**src/rtl/decode_scoreboard.sv**
```systemverilog
// rtl/decode_scoreboard.sv - per-register pending-write scoreboard for decode RAW/WAW stalls
// Optional flush port enabled by defining SCOREBOARD_FLUSH_EN.
module decode_scoreboard #(
  parameter int NR_REGS = 32,
  parameter int CNT_W   = 2
) (
  input  logic       clock,
  input  logic       reset,
  input  logic [4:0] rs1_i,
  input  logic       rs1_en_i,
  input  logic [4:0] rs2_i,
  input  logic       rs2_en_i,
  input  logic [4:0] rd_i,
  input  logic       rd_we_i,
  input  logic       issue_i,
`ifdef SCOREBOARD_FLUSH_EN
  input  logic       flush_i,
`endif
  input  logic       wb_valid_i,
  input  logic [4:0] wb_rd_i,
  output logic       raw_o,
  output logic [6:0] inflight_o,
  output logic       err_o
);

  localparam logic [CNT_W-1:0] CNT_MAX = {CNT_W{1'b1}};

  logic [CNT_W-1:0] cnt [NR_REGS];
  logic             flush;
  logic [CNT_W-1:0] cnt_rs1, cnt_rs2, cnt_rd, cnt_wb;
  logic             inc, dec, err;

`ifdef SCOREBOARD_FLUSH_EN
  assign flush = flush_i;
`else
  assign flush = 1'b0;
`endif

  // x0 and indices beyond NR_REGS read as idle
  function automatic logic [CNT_W-1:0] cnt_of(input logic [4:0] idx);
    logic [CNT_W-1:0] val;
    val = '0;
    for (int r = 1; r < NR_REGS; r++) begin
      if (idx == 5'(r)) val = cnt[r];
    end
    return val;
  endfunction

  always_comb begin
    cnt_rs1 = cnt_of(rs1_i);
    cnt_rs2 = cnt_of(rs2_i);
    cnt_rd  = cnt_of(rd_i);
    cnt_wb  = cnt_of(wb_rd_i);
    raw_o = (rs1_en_i && rs1_i != 5'd0 && cnt_rs1 != '0)
         || (rs2_en_i && rs2_i != 5'd0 && cnt_rs2 != '0)
         || (rd_we_i  && rd_i  != 5'd0 && cnt_rd  == CNT_MAX);
    inc = issue_i && !raw_o && rd_we_i && rd_i != 5'd0;
    dec = wb_valid_i && wb_rd_i != 5'd0 && cnt_wb != '0;
    err = (issue_i && raw_o) || (wb_valid_i && wb_rd_i != 5'd0 && cnt_wb == '0);
  end

  always_ff @(posedge clock) begin
    if (reset || flush) begin
      for (int r = 0; r < NR_REGS; r++) cnt[r] <= '0;
      inflight_o <= 7'd0;
      err_o      <= 1'b0;
    end else begin
      cnt[0] <= '0;
      // a same-register issue and retire cancel out
      for (int r = 1; r < NR_REGS; r++) begin
        if (inc && rd_i == 5'(r) && !(dec && wb_rd_i == 5'(r)))
          cnt[r] <= cnt[r] + 1'b1;
        else if (dec && wb_rd_i == 5'(r) && !(inc && rd_i == 5'(r)))
          cnt[r] <= cnt[r] - 1'b1;
      end
      if (inc && !dec)
        inflight_o <= inflight_o + 7'd1;
      else if (dec && !inc)
        inflight_o <= inflight_o - 7'd1;
      err_o <= err;
    end
  end

endmodule

```
**config.mk**
```make
export PLATFORM = sky130hd
export DESIGN_NAME = decode_scoreboard
export DESIGN_NICKNAME = d
export VERILOG_FILES = /design/src/rtl/decode_scoreboard.sv
export SDC_FILE = /design/constraint.sdc
export NUM_CORES = 1
export LEC_CHECK = 0
export ABC_AREA = 1
export CAP_MARGIN = 15
export CORE_MARGIN = 1.5
export CORE_UTILIZATION = 57
export CTS_CLUSTER_SIZE = 20
export DETAILED_ROUTE_END_ITERATION = 10
export PLACE_DENSITY = 0.79
export SYNTH_ARGS = -nofsm -noshare
export SYNTH_HDL_FRONTEND = slang
export SYNTH_SLANG_ARGS = --single-unit
```
**constraint.sdc**
```tcl
create_clock -name clock -period 5.7 [get_ports clock]
set_clock_uncertainty 0.1 [all_clocks]
set_input_delay 1.71 -clock clock [delete_from_list [all_inputs] [get_ports clock]]
set_output_delay 1.71 -clock clock [all_outputs]
set_load 0.03 [all_outputs]
```
==> impl_metrics.tcl <==
set metrics [dict create \
    period_share_pct 104 \
    fp.dieH_um 120 \
    synth_simple_gate_area_share_pct 49.8 \
    numPlacedInstances 1719 \
    cp-startpoint "rs1_i[0]" \
    fin_cells 1747 \
    start_util_pct 58.4 \
    grt_pass1_vias 9120 \
    n_fill_cell 1084 \
    final-hold-violation-count 0 \
    nets 1600 \
    fin_util_pct 78.6 \
    ctsHoldBuffers 0 \
    grt_max_degree 37 \
    setup_tns_ps -231 \
    grt-ovfl-total 0 \
    crit_type "in2out" \
    multi_input_area_um2 5100 \
    die-width_um 120 \
    vdd_drop_max_mv 0.258 \
    r2r_end "inflight_o[6]$_SDFFE_PP0P_" \
    cts_inserted_buffers 9 \
    whs_ps 405 \
    synth-main-ff-cell "edfxtp_1" \
    violations "setup timing" \
    vias 10122 \
    ys_types 42 \
    drv_cap 0 \
    startpoint_type "primary input" \
    rr_startpoint "cnt[0][3]$_SDFFCE_PN0P_" \
    rsz0062_at_grt "yes" \
    critPathCapture "raw_o" \
    clk_latency_ps 360 \
    r2r_setup_slack_ps 1000 \
    synthCells 1340 \
    routed_via_density 5.79 \
    hold_path_class "reg2reg" \
    synth_edf_count 62 \
    r2r_cells 37 \
    period_minus_slack_ps 5920 \
    leakage_uw 0.00514 \
    cts_num_sinks 70 \
    die_area_um2 14300 \
    synth.avg_cell_area_um2 5.80 \
    drt_wl_total_um 29600 \
    area_delta_synth_final_pct 34.5 \
    drtIter0Drc 1245 \
    synthAdderAreaFrac_pct 1.22 \
    globalplace.congestion 1.01 \
    ys_async_sr_fraction_pct 0 \
    num_rows 42 \
    synth_seq_cells 70 \
    crit_fanout 4 \
    synth_top_family_by_area "simple AND/OR/NAND/NOR gates" \
    syn_area_um2 7770 \
    yosysSeqAreaShare_pct 26.0 \
    p_per_area_nw_per_um2 194 \
    synthMuxAreaShare_pct 0 \
    ant_nets 0 \
    grt_use_total_pct 40.8 \
    slew-limit-headroom_pct 65.0 \
    worst_slack_ps -218 \
    cp.arrival_ps 4110 \
    setup_viol 2 \
    grt_first_pass_wirelength_um 45500 \
    synth_compound_area_share_pct 7.94 \
    cts_root_buf "clkbuf_16" \
    synthXorXnorAreaFrac_pct 3.27 \
    cts_tree "yes" \
    cp-end-kind "output pin" \
    ios 36 \
    cts_buffer_depth 2 \
    io_buffers 35 \
    max_freq_mhz 169 \
    status "finished, violations left" \
    dpl.hpwl_um 22600 \
    wire_per_inst_um 17.0 \
    synth_nets 1374 \
    ctsHtreeMaxLevel 3 \
    layout-drive-gt1-share_pct 22.8 \
    worst_pin_slew_ps 524 \
    clk_pin_slew_worst_paths_ps 60 \
    route.detailed.drc 0 \
    yosysWarnings 0 \
    seq_area_um2 2020 \
    dr.pass1.iters 8 \
    diodes 0 \
    finalMaxSlewViolations 0 \
    crit_required_ps 3890 \
    antenna_found_initial 0 \
    core_um2 13300 \
]
worst min path at each step:
stage | start | to | slack, ps | cells past startpoint
floorplan | cnt[0][58]$_SDFFCE_PP0P_ | cnt[0][58]$_SDFFCE_PP0P_ | 450 | 1
global placement | inflight_o[6]$_SDFFE_PP0P_ | inflight_o[6]$_SDFFE_PP0P_ | 350 | 2
detailed placement | inflight_o[6]$_SDFFE_PP0P_ | inflight_o[6]$_SDFFE_PP0P_ | 390 | 2
CTS | inflight_o[6]$_SDFFE_PP0P_ | inflight_o[6]$_SDFFE_PP0P_ | 400 | 2
global route | inflight_o[6]$_SDFFE_PP0P_ | inflight_o[6]$_SDFFE_PP0P_ | 440 | 2
finish | inflight_o[6]$_SDFFE_PP0P_ | inflight_o[6]$_SDFFE_PP0P_ | 410 | 2
cell usage in the layout (no fill, tap or decap), types with 25 or more instances in the layout:
cell type,instances
a21oi_1,56
buf_4,212
edfxtp_1,62
inv_1,171
nand2_1,406
nand3_1,104
nand4_1,74
nor2_1,179
nor3_1,31
o21ai_0,30
xor2_1,25
layout make-up:
type | instances | area share, %
multi-input combinational | 1035 | 48.8
sequential | 70 | 19.3
timing repair buffer | 253 | 19.3
inverter | 197 | 7.40
clock buffer | 9 | 2.15
tap | 176 | 2.11
clock inverter | 7 | 0.934
power breakdown:
group          leakage (µW)  switching, µW  total, µW  internal (µW)
combinational       0.00429            417        718            302
clock              0.000154            256        641            385
sequential         0.000702           62.7        666            603
worst max-delay path: stages:
cell,delay (ps)
buf_4,120
inv_1,70
nand2_2,80
nor2_2,60
nand3_1,60
nand2_1,70
nor3_2,190
nand4_1,110
nand2_1,70
nand4_1,70
nand2_1,80
nand4_1,80
nand2_1,60
nand4_1,70
nand2_1,120
nand4_1,100
nor2_1,140
nand4_1,90
nor2_1,130
nand4_1,90
nand2_1,130
nand2_2,110
inv_2,90
nand2_4,60
buf_6,130
logic make-up (layout without fill, tap and decap cells):
| logic type | count (synthesis) | in the layout |
|---|---|---|
| AND/OR/NAND/NOR | 882 | 882 |
| XOR/XNOR | 29 | 29 |
| flip-flops | 70 | 70 |
| buffers and inverters | 235 | 466 |
| AO/OA/AOI/OAI | 117 | 117 |
| adder cells (fa/ha/maj) | 7 | 7 |
repair_timing:
item,4_1_cts,5_1_grt
gates resized for setup,120,65
endpoints found under the hold margin,0,0
buffers inserted,9,3
pin swaps,33,36
setup endpoints to repair,7,11
layer usage:
metal / up-vias / global-route usage [%] / part of all wire (%)
li1: 4794 / - / -
met3: 121 / 6.32 / 11
met2: 687 / 66.2 / 45
met1: 4520 / 53.3 / 39
met5: - / 0 / 0
met4: 0 / 19.8 / 4.8
registers in the layout, summed over array words and instances, names as in the netlist:
| register | cells |
|---|---|
| cnt | 62 |
| inflight_o | 7 |
| err_o | 1 |
per-stage QoR:
stage	setup slack [ps]	area, µm²	total power [µW]
4_1_cts	-175	10300	1950
5_1_grt	-429	10500	2100
3_5_place_dp	-705	9740	1290
3_3_place_gp	-737	9740	1280
2_1_floorplan	102	7770	1010
6_report	-218	10500	2020
cell usage after synthesis (6+ instances only):
library cell | count | share of area, %
dfxtp_1 | 8 | 2.1
or2_2 | 6 | 0.48
inv_1 | 177 | 8.6
ha_1 | 6 | 0.97
edfxtp_1 | 62 | 24
buf_2 | 13 | 0.84
xor2_1 | 25 | 2.8
o21ai_1 | 10 | 0.64
nand3_1 | 110 | 7.1
nor2_1 | 197 | 9.5
nand4_1 | 74 | 6.0
clkbuf_1 | 15 | 0.72
nand3b_1 | 11 | 1.1
buf_1 | 7 | 0.34
nor2_2 | 7 | 0.56
inv_2 | 17 | 0.82
o21ai_0 | 36 | 2.3
nand2_2 | 10 | 0.81
nor3_1 | 33 | 2.1
nand2_1 | 418 | 20
a21oi_1 | 58 | 3.7
(Power assumes the default switching activity.)
